**src/rtl/slow_chain_reader.sv**
```systemverilog
// Snap/shift sequencer that drains the slow snapshot chain onto a byte stream.
// Optional trailing XOR checksum byte when SLOW_READER_CKSUM_EN is defined.
module slow_chain_reader #(
   parameter int n_bytes   = 8,
   parameter int snap_wait = 17,
   parameter int pace      = 2
) (
   input  logic       clk,
   input  logic       rst,
   input  logic       trig,
   input  logic [7:0] chain_in,
   output logic       slow_op,
   output logic       slow_snap,
   output logic [7:0] dout,
   output logic       dout_valid,
   input  logic       dout_ready,
   output logic       dout_last,
   output logic       busy,
   output logic [7:0] overrun
);

   typedef enum logic [2:0] {
      IDLE, SNAP, SETTLE, CAPT, HOLD, SHIFT, GAP, CKSUM
   } state_t;

   localparam logic [15:0] SETTLE_LD = 16'(snap_wait - 1);
   localparam logic [15:0] GAP_LD    = 16'(pace - 1);
   localparam logic [7:0]  N_LAST    = 8'(n_bytes);
   localparam logic [7:0]  N_PREV    = 8'(n_bytes - 1);
`ifdef SLOW_READER_CKSUM_EN
   localparam logic        CKS       = 1'b1;
`else
   localparam logic        CKS       = 1'b0;
`endif

   state_t      state, state_nx;
   logic [15:0] cnt;
   logic [7:0]  idx;
   logic        accept;

   assign accept = dout_valid & dout_ready;
   assign busy   = (state != IDLE);

   always_comb begin
      state_nx  = state;
      slow_op   = 1'b0;
      slow_snap = 1'b0;
      unique case (state)
         IDLE:   if (trig) state_nx = SNAP;
         SNAP: begin
            slow_op   = 1'b1;
            slow_snap = 1'b1;
            state_nx  = SETTLE;
         end
         // settle covers snap_wait-1 cycles so capture lands snap_wait after the pulse
         SETTLE: if (cnt <= 16'd1) state_nx = CAPT;
         CAPT:   state_nx = HOLD;
         HOLD: begin
            if (accept) begin
               if (idx == N_LAST) state_nx = CKS ? CKSUM : IDLE;
               else               state_nx = SHIFT;
            end
         end
         SHIFT: begin
            slow_op  = 1'b1;
            state_nx = GAP;
         end
         GAP:    if (cnt == 16'd0) state_nx = CAPT;
         CKSUM:  if (accept) state_nx = IDLE;
         default: state_nx = IDLE;
      endcase
   end

`ifdef SLOW_READER_CKSUM_EN
   logic [7:0] xr;

   always_ff @(posedge clk) begin
      if (rst) begin
         xr <= 8'h00;
      end else if (state == SNAP) begin
         xr <= 8'h00;
      end else if (state == CAPT) begin
         xr <= xr ^ chain_in;
      end
   end
`endif

   always_ff @(posedge clk) begin
      if (rst) begin
         state      <= IDLE;
         cnt        <= 16'd0;
         idx        <= 8'd0;
         dout       <= 8'h00;
         dout_valid <= 1'b0;
         dout_last  <= 1'b0;
         overrun    <= 8'h00;
      end else begin
         state <= state_nx;
         if (trig && state != IDLE && overrun != 8'hFF)
            overrun <= overrun + 8'd1;
         case (state)
            SNAP: begin
               cnt <= SETTLE_LD;
               idx <= 8'd0;
            end
            SETTLE: if (cnt != 16'd0) cnt <= cnt - 16'd1;
            CAPT: begin
               dout       <= chain_in;
               dout_valid <= 1'b1;
               idx        <= idx + 8'd1;
               dout_last  <= (idx == N_PREV) & ~CKS;
            end
            HOLD: begin
               if (accept) begin
                  dout_valid <= 1'b0;
                  dout_last  <= 1'b0;
               end
            end
            SHIFT: cnt <= GAP_LD;
            GAP:   if (cnt != 16'd0) cnt <= cnt - 16'd1;
`ifdef SLOW_READER_CKSUM_EN
            CKSUM: begin
               if (!dout_valid) begin
                  dout       <= xr;
                  dout_valid <= 1'b1;
                  dout_last  <= 1'b1;
               end else if (dout_ready) begin
                  dout_valid <= 1'b0;
                  dout_last  <= 1'b0;
               end
            end
`endif
            default: ;
         endcase
      end
   end

endmodule

```
**config.mk**
```make
export PLATFORM = sky130hd
export DESIGN_NAME = slow_chain_reader
export DESIGN_NICKNAME = d
export VERILOG_FILES = /design/src/rtl/slow_chain_reader.sv
export SDC_FILE = /design/constraint.sdc
export NUM_CORES = 1
export LEC_CHECK = 0
export CORE_MARGIN = 2
export CORE_UTILIZATION = 35
export DETAILED_ROUTE_END_ITERATION = 10
export GPL_TIMING_DRIVEN = 0
export HOLD_SLACK_MARGIN = 0.12
export REMOVE_ABC_BUFFERS = 1
export SLEW_MARGIN = 20
export SYNTH_ARGS = -nofsm -noshare
export SYNTH_HDL_FRONTEND = slang
export SYNTH_SLANG_ARGS = --single-unit
```
**constraint.sdc**
```tcl
create_clock -name clk -period 2.9 [get_ports clk]
set_input_delay 0.87 -clock clk [delete_from_list [all_inputs] [get_ports clk]]
set_output_delay 0.87 -clock clk [all_outputs]
set_load 0.05 [all_outputs]
```
==> impl_metrics.py <==
metrics = {
    "setup_path": {
        "crit_family": "buffers and inverters",
        "regToRegSetupSlack_ns": 0.69,
        "crit_path_end": "slow_snap",
        "cp.depth": 4,
        "critPathMaxStageDelay_ns": 0.56,
        "r2r_cells": 5,
        "worstPathCellList": "inv_1 -> ha_1 -> nor2b_1 -> dlygate4sd2_1",
        "critical_path_buf_inv_count": 2,
        "crit_start": "state[1]",
        "cp_slowest_cell": "dlygate4sd2_1",
        "arrival_ns": 1.86,
        "start_kind": "register",
        "crit_type": "register to primary output",
        "worstPathMaxFanout": 5,
        "r2r_start": "state[0]",
        "critPathRequiredTime_ns": 2.03,
        "rr_endpoint": "idx[7]",
        "crit_path_end_kind": "primary output",
    },
    "clock_network": {
        "clockBufferDepth": 2,
        "holdBufCountCts": 0,
        "cts_setup_buffers": 0,
        "cts_made_buffers": 5,
        "clkSinkCount": 45,
        "cts_max_level": 2,
        "clk_pin_slew_ns": 0.08,
        "clk_latency_ns": 0.30,
        "root_buffer": "clkbuf_8",
        "cts_tree": "built",
    },
    "hold_path": {
        "holdPathStages": 2,
        "holdCritPathClass": "register to register",
    },
    "routing": {
        "wl_per_cell_um": 12.4,
        "drt_iter0_drc": 66,
        "ant_nets": 0,
        "via_per_inst": 5.15,
        "drc": 0,
        "routed_wl_um": 4690,
        "drt_pass1_iterations": 4,
        "num_vias": 1947,
    },
    "pwr": {
        "ir_worst_vdd_mv": 0.615,
        "powerDensity_nw_per_um2": 1100,
        "p_leak_nw": 0.970,
    },
    "yosys": {
        "yosys_warnings": 0,
        "synth_edf_count": 0,
        "syn_area_um2": 2310,
        "ys.flop_type": "dfxtp_1",
        "syn_inst": 274,
        "synth_area_leader_cell": "dfxtp_1",
        "yosys.area.top_type_share_pct": 38.9,
        "synthDistinctLibCells": 48,
        "ys_seq_area_share_pct": 38.9,
        "synth_seq_cells": 45,
        "async_reset_ff_share_pct": 0,
        "avgSynthCellArea_um2": 8.44,
        "yosys-top-cells-area": "dfxtp_1 39%, nor2_1 6.2%, ha_1 5.4%",
    },
    "floorplan": {
        "die_h_um": 85.3,
        "rows": 29,
        "start_util_pct": 36.2,
        "dieArea_um2": 7280,
        "io_pins": 33,
        "core-area_um2": 6390,
        "fp.dieW_um": 85.3,
    },
    "timing": {
        "fin_skew_ns": 0.00526,
        "hold_viol": 0,
        "slew_headroom_pct": 58.2,
        "min_period_over_period_pct": 94.1,
        "period_minus_slack_ns": 2.73,
        "max_freq_mhz": 366,
        "rsz0062_at_grt": "false",
        "maxSlewViolCount": 0,
        "worstMarginPinSlew_ns": 0.625,
        "setup_viol": 0,
    },
    "cells_and_area": {
        "layout_common_cells": "45 x dfxtp_1, 38 x nor2_1, 29 x clkdlybuf4s50_1, 28 x nand2_1, 22 x a21oi_1",
        "layout.nets": 322,
        "drive_gt1_share_pct": 7.31,
        "area.growth.synth_to_final_pct": 18.9,
        "multiInputGateArea_um2": 1310,
        "layout_commonest_cell": "dfxtp_1",
        "diodes": 0,
        "seqCellArea_um2": 901,
        "nFillCells": 681,
        "design_area_um2": 2750,
        "final_util_pct": 43.1,
    },
    "placed_design": {
        "io_buffer_count": 32,
        "gp_congestion": 0.761,
        "placed_area_um2": 2670,
        "dp_hpwl_um": 3240,
    },
    "run_status": {
        "status": "finished clean",
    },
    "global_routing": {
        "grt_max_degree": 35,
        "gr-usage-all-layers_pct": 13.8,
        "antenna_found_initial": 0,
        "grt_pass1_vias": 1860,
        "grt.overflow.total": 0,
        "grt_pass1_wl_um": 8300,
    },
    "flow_run": {
        "drv_cap": 0,
    },
}
routing by layer:
layer,up-vias,wire length (um),track usage [%]
met5,-,0,0
met2,24,2200,22.6
li1,1009,-,-
met1,910,2260,17.8
met3,4,187,4.28
met4,0,40,3.46
Yosys cell counts (all sizes together) (5+ instances only):
master,number
xor2,7
a211oi,5
inv,13
nand2,28
ha,10
clkbuf,11
nand2b,5
nor3,6
o211ai,7
nand4,7
nor2,38
a21oi,22
nand3,10
xnor2,9
dfxtp,45
area by class of cell:
cell class | count | share of cell area [%]
sequential | 45 | 32.8
timing repair buffer | 32 | 11.4
clock buffer | 6 | 2.64
inverter | 13 | 1.77
multi-input combinational | 203 | 47.6
tap | 77 | 3.50
clock inverter | 2 | 0.364
report_power, final:
part | total (mW) | internal, mW | switching, mW
Sequential | 0.915 | 0.760 | 0.155
Clock | 0.378 | 0.167 | 0.211
Combinational | 1.74 | 0.658 | 1.08
Total | 3.03 | 1.59 | 1.45
registers in the layout, indices dropped and copies added (netlist names):
name        cells
state           3
overrun         8
dout            8
idx             8
dout_last       1
dout_valid      1
cnt            16
repair_timing:
action	CTS	global route
hold endpoints to repair	0	0
resized for setup	2	0
endpoints found under the setup margin	2	0
tightest hold or removal path: cells and delay by family, from the launching register on:
kind	cells	cell delay [ns]
AND/OR/NAND/NOR	1	0.05
flip-flops	1	0.31
AO/OA/AOI/OAI	1	0.05
how the worst min path moves through the flow:
stage / endpoint / startpoint
floorplan: idx[0] / idx[0]
global placement: dout[4] / dout[4]
detailed placement: dout[7] / dout[7]
CTS: dout[7] / dout[7]
global route: dout[5] / dout[5]
finish: dout[4] / dout[4]
cell families (layout without fill, tap and decap cells):
kind of cell | after synthesis | after routing | synth area share (%)
flip-flops | 45 | 45 | 38.9
AO/OA/AOI/OAI | 57 | 57 | 17.0
adder cells (fa/ha/maj) | 10 | 10 | 5.41
multiplexers | 3 | 3 | 1.35
AND/OR/NAND/NOR | 117 | 117 | 26.6
XOR/XNOR | 16 | 16 | 6.06
buffers and inverters | 26 | 53 | 4.60
through the flow:
step | hold slack [ns] | std cells | setup slack (ns) | total power [mW] | setup TNS, ns
after global routing | 0.474 | 378 | 0.0599 | 3.32 | 0
after CTS | 0.459 | 378 | 0.163 | 3.07 | 0
after global placement | 0.441 | 370 | -0.149 | 2.68 | -1.77
after detailed placement | 0.447 | 370 | 0.203 | 2.69 | 0
after floorplan | 0.456 | 261 | 0.617 | 2.30 | 0
final | 0.457 | 378 | 0.171 | 3.03 | 0
No activity file was read; power rests on OpenSTA's default activity.
